===== config.mk =====
export PLATFORM = sky130hd
export DESIGN_NAME = fifo_sync
export DESIGN_NICKNAME = d
export VERILOG_FILES = /design/src/rtl/fifo_sync.sv
export SDC_FILE = /design/constraint.sdc
export NUM_CORES = 1
export LEC_CHECK = 0
export ABC_AREA = 1
export CORE_ASPECT_RATIO = 0.75
export CORE_MARGIN = 5
export CORE_UTILIZATION = 45
export CTS_BUF_LIST = sky130_fd_sc_hd__clkbuf_8
export DETAILED_ROUTE_END_ITERATION = 6
export GPL_TIMING_DRIVEN = 0
export SLEW_MARGIN = 20
export SYNTH_ARGS = -nofsm -noshare
export SYNTH_HDL_FRONTEND = slang
export SYNTH_SLANG_ARGS = --single-unit

===== constraint.sdc =====
create_clock -name clk_i -period 2.6 [get_ports clk_i]
set_input_delay 0.39 -clock clk_i [delete_from_list [all_inputs] [get_ports clk_i]]
set_output_delay 0.39 -clock clk_i [all_outputs]
set_load 0.02 [all_outputs]

===== src/rtl/fifo_sync.sv =====
// Single-clock FIFO of 2**ADDR_BITS words with registered read data.
// Define FIFO_SYNC_LEVEL_EN to expose the fill_level occupancy port.
module fifo_sync #(
  parameter int unsigned DATA_WIDTH = 8,
  parameter int unsigned ADDR_BITS  = 4
) (
  input  logic                  clk_i,
  input  logic                  resetn_i,
  input  logic [DATA_WIDTH-1:0] data_in,
  input  logic                  w_en,
  input  logic                  r_en,
  output logic [DATA_WIDTH-1:0] data_out,
  output logic                  fifo_empty,
`ifdef FIFO_SYNC_LEVEL_EN
  output logic                  fifo_full,
  output logic [ADDR_BITS:0]    fill_level
`else
  output logic                  fifo_full
`endif
);

  localparam int unsigned N_REGS = 2 ** ADDR_BITS;
  localparam logic [ADDR_BITS:0] FULL_CNT = {1'b1, {ADDR_BITS{1'b0}}};
  localparam logic [ADDR_BITS:0] CNT_ONE = {{ADDR_BITS{1'b0}}, 1'b1};
  localparam logic [ADDR_BITS-1:0] PTR_ONE = {{(ADDR_BITS-1){1'b0}}, 1'b1};

  logic [DATA_WIDTH-1:0] fifo_mem_reg [N_REGS];
  logic [ADDR_BITS-1:0]  w_ptr_r;
  logic [ADDR_BITS-1:0]  r_ptr_r;
  logic [ADDR_BITS:0]    count_r;
  logic                  w_en_r;
  logic                  r_en_r;

  always_comb begin
    fifo_empty = (count_r == '0);
    fifo_full  = (count_r == FULL_CNT);
    w_en_r     = w_en & ~fifo_full;
    r_en_r     = r_en & ~fifo_empty;
  end

`ifdef FIFO_SYNC_LEVEL_EN
  assign fill_level = count_r;
`endif

  always_ff @(posedge clk_i or negedge resetn_i) begin
    if (!resetn_i) begin
      for (int i = 0; i < N_REGS; i++) begin
        fifo_mem_reg[i] <= '0;
      end
    end else if (w_en_r) begin
      fifo_mem_reg[w_ptr_r] <= data_in;
    end
  end

  // Pointers wrap naturally at 2**ADDR_BITS.
  always_ff @(posedge clk_i or negedge resetn_i) begin
    if (!resetn_i) begin
      w_ptr_r <= '0;
      r_ptr_r <= '0;
    end else begin
      if (w_en_r) w_ptr_r <= w_ptr_r + PTR_ONE;
      if (r_en_r) r_ptr_r <= r_ptr_r + PTR_ONE;
    end
  end

  always_ff @(posedge clk_i or negedge resetn_i) begin
    if (!resetn_i) begin
      data_out <= '0;
    end else if (r_en_r) begin
      data_out <= fifo_mem_reg[r_ptr_r];
    end
  end

  always_ff @(posedge clk_i or negedge resetn_i) begin
    if (!resetn_i) begin
      count_r <= '0;
    end else begin
      unique case ({w_en_r, r_en_r})
        2'b10:   count_r <= count_r + CNT_ONE;
        2'b01:   count_r <= count_r - CNT_ONE;
        default: count_r <= count_r;
      endcase
    end
  end

endmodule


==> impl_results.md <==
* Outcome: complete, no violations
* CTS tree: done
* WP data required at 3.01 ns
* Port bufs at 12
* Initial core utilization at 46.02%
* Met2 WL at 10.70 mm
* Hpwl dp at 17.67 mm
* Post-synthesis average cell area at 7.289 um2
* Routability cong. at 0.9165
* Crit path kind: reg2reg
* Critical Path Sink Type: flip-flop
* Power Total at 0.01068 W
* Top Ports at 22
* Routed wl met3 at 2.123 mm
* Worst-path clk slew at 0.10 ns
* Worst hold-check path type: in2reg
* Post-synth top area cell: dfrtp_1
* Final Instance Area at 9121 um2
* Largest register FFs at 128
* Clk buf depth at 2
* Storage cell area at 3729 um2
* P_leak at 4.833 nW
* Worst vdd ir at 0.3709 mV
* Min Tclk post-route at 2.478 ns
* Setup Total Neg Slack at 0 ns
* Via density at 5.430
* Clk_skew at 0.01097 ns
* Post-synthesis sequential area ratio at 45.75%
* Layout fillers at 1784
* Row count at 42
* Area share of the largest cell type after synthesis at 45.75%
* Largest net degree at the start of global routing at 79
* Core area at 17710 um2
* Synth top area cells: dfrtp_1, nand2_1, nand4_1, nand3_1, inv_1
* Fmax achieved at 403.5 MHz
* ANT nets after route at 0
* DR top layer: met4
* Hold Vio Cnt, Final at 0
* Mapped cell area at 8149 um2
* Die X-Extent at 165.4 um
* Layout Utilization at 51.50%
* Total nets after synthesis at 1140
* Tightest Pin Transition at 0.8785 ns
* Root buffer cell: clkbuf_8
* CP max stage cell: dfrtp_1
* Placed Cells at 1373
* Layout cell share with drive strength beyond 1 at 7.897%
* Area of the multi-input gates at 3596 um2
* Die area at 20930 um2
* # diodes at 0
* CTS Buf Count at 17
* Routed met1 length at 12.44 mm
* Drt total wl at 25.78 mm
* Tcrit/Tclk final at 95.32%
* WP data arrival at 2.89 ns
* DR vias at 7640
* Number of global-route vias before repair at 7087
* Synthesized netlist cell count at 1118
* Routed WL per cell at 18.32 um
* Post-synth cell types at 22
* Worst slew margin at 41.43%
* Final Non-Filler Cells at 1407
* H-tree depth at 4
* Slowest stage delay, CP at 0.43 ns
* Total congestion overflow at 0
* Setup violations, final at 0
* Die H at 126.5 um
* DP Area at 8605 um2
* Pre-Repair DR Iteration Count at 5
* FF+latch count, synth at 149
* First-pass GRT wire length at 40.32 mm
* CP Buf/Inv Count at 2
* Layout Nets at 1174
* Cell family with most CP delay: simple AND/OR/NAND/NOR gates
* Clock latency on the worst-skew pair at 0.47 ns
* CTS sink count at 149
* CP Cell Sequence: nor4_4 > nand2_2 > nand2_4 > inv_1 > clkbuf_4 > ha_4 > ha_1 > nand2_1 > nand2_1 > a21oi_1 > xor2_1 > nand2_1 > nand2_1
* Worst Path Max Fanout at 10
* PwrDens at 1171 nW/um2
* DRC at 0
* CP Depth at 13
* Slew Limit Fails at 0
* Yosys warnings at 0
* Initial antenna violation count at 0
* GRT Overall Usage at 25.20%
* R2R cell count at 13
* Max-cap viol count at 0
* Worst Hold Depth at 3
* Area growth syn-to-layout at 11.93%
* Top cell by count, worst path: nand2_1
* Startpoint types: flip-flop
* 1st-iter DRT viols at 783
* Unrepaired setup endpoints after global routing: yes
report_power, final:
group	switching [W]	internal [W]	leakage, nW
combinational	0.00314	0.00154	2.69
clock	0.00101	0.00111	0.227
sequential	0.000590	0.00329	1.92
final timing paths:
kind                                   from           endpoint  slack (ns)
min                              data_in[6]  fifo_mem_reg[118]        0.33
max                              count_r[3]         count_r[4]        0.12
min reg2reg                fifo_mem_reg[56]   fifo_mem_reg[56]        0.48
max reg2reg                      count_r[3]         count_r[4]        0.12
min in group asynchronous          resetn_i         count_r[2]        0.47
max in group asynchronous          resetn_i   fifo_mem_reg[49]        1.33
cells in the mapped netlist:
master	count
nand2_1	487
dfrtp_1	149
buf_6	13
nor4_2	1
clkinv_1	1
a31oi_1	1
o21ai_0	3
buf_1	23
a21oi_1	2
nor2_2	16
nand3_1	115
clkbuf_1	17
fa_1	1
nor2_1	2
nand4_1	128
xnor2_1	4
buf_2	21
inv_1	120
ha_1	9
xor2_1	3
buf_4	1
o21bai_1	1
placed cells by master, fill, tap and decap left out, drive strengths merged:
| cell type | n |
|---|---|
| nand2 | 487 |
| dfrtp | 149 |
| nand4 | 128 |
| inv | 122 |
| nand3 | 115 |
| buf | 61 |
| clkbuf | 37 |
| nor2 | 18 |
| clkdlybuf4s50 | 10 |
| ha | 9 |
| clkinv | 7 |
| xnor2 | 4 |
| bufinv | 4 |
| o21ai | 3 |
| xor2 | 3 |
| a21oi | 2 |
| nor4 | 1 |
| o21bai | 1 |
| a31oi | 1 |
| fa | 1 |
| clkinvlp | 1 |
| dlygate4sd3 | 1 |
layer usage:
metal,global-route usage (%),up-vias
li1,-,3660
met1,38.39,3683
met2,34.38,268
met3,7.328,29
met4,7.662,0
met5,0,-
final cells by class:
| class | instances | share of cell area, % |
|---|---|---|
| plain buffers | 75 | 4.554 |
| clock buffers | 19 | 2.867 |
| clock inverters | 13 | 2.167 |
| inverters | 121 | 4.979 |
| multi-input cells | 773 | 39.42 |
| flip-flops and latches | 149 | 40.88 |
| well taps | 242 | 3.320 |
| repair buffers | 15 | 1.811 |
cell families after synthesis:
family | Yosys count | share of synthesized area [%]
xor gates and xnor gates | 7 | 0.7524
adders and majority gates | 10 | 1.628
buffers and inverters | 196 | 10.59
and+or+nand+nor | 749 | 40.80
AOI/OAI and AO/OA | 7 | 0.4760
DFF | 149 | 45.75
per-stage QoR:
step / setup slack (ns) / hold slack [ns]
finish: 0.1218 / 0.3278
global route: -0.04798 / 0.2938
CTS: -0.007734 / 0.2947
detailed placement: -0.3254 / 0.4098
global placement: -5.355 / 0.4541
floorplan: 0.2578 / 0.09441
what timing repair did:
| item | CTS | global route |
|---|---|---|
| endpoints found under the setup margin | 4 | 4 |
| hold endpoints to repair | 71 | 0 |
| gates resized for setup | 8 | 6 |
| setup buffers | 0 | 1 |
| hold buffers | 1 | 0 |
| pin swaps | 1 | 2 |
worst register-to-register path, stage by stage (launching register included):
cell	delay, ns
dfrtp_1	0.43
nor4_4	0.33
nand2_2	0.14
nand2_4	0.13
inv_1	0.08
clkbuf_4	0.23
ha_4	0.22
ha_1	0.29
nand2_1	0.10
nand2_1	0.06
a21oi_1	0.15
xor2_1	0.16
nand2_1	0.06
nand2_1	0.05
(Power assumes the default switching activity.)
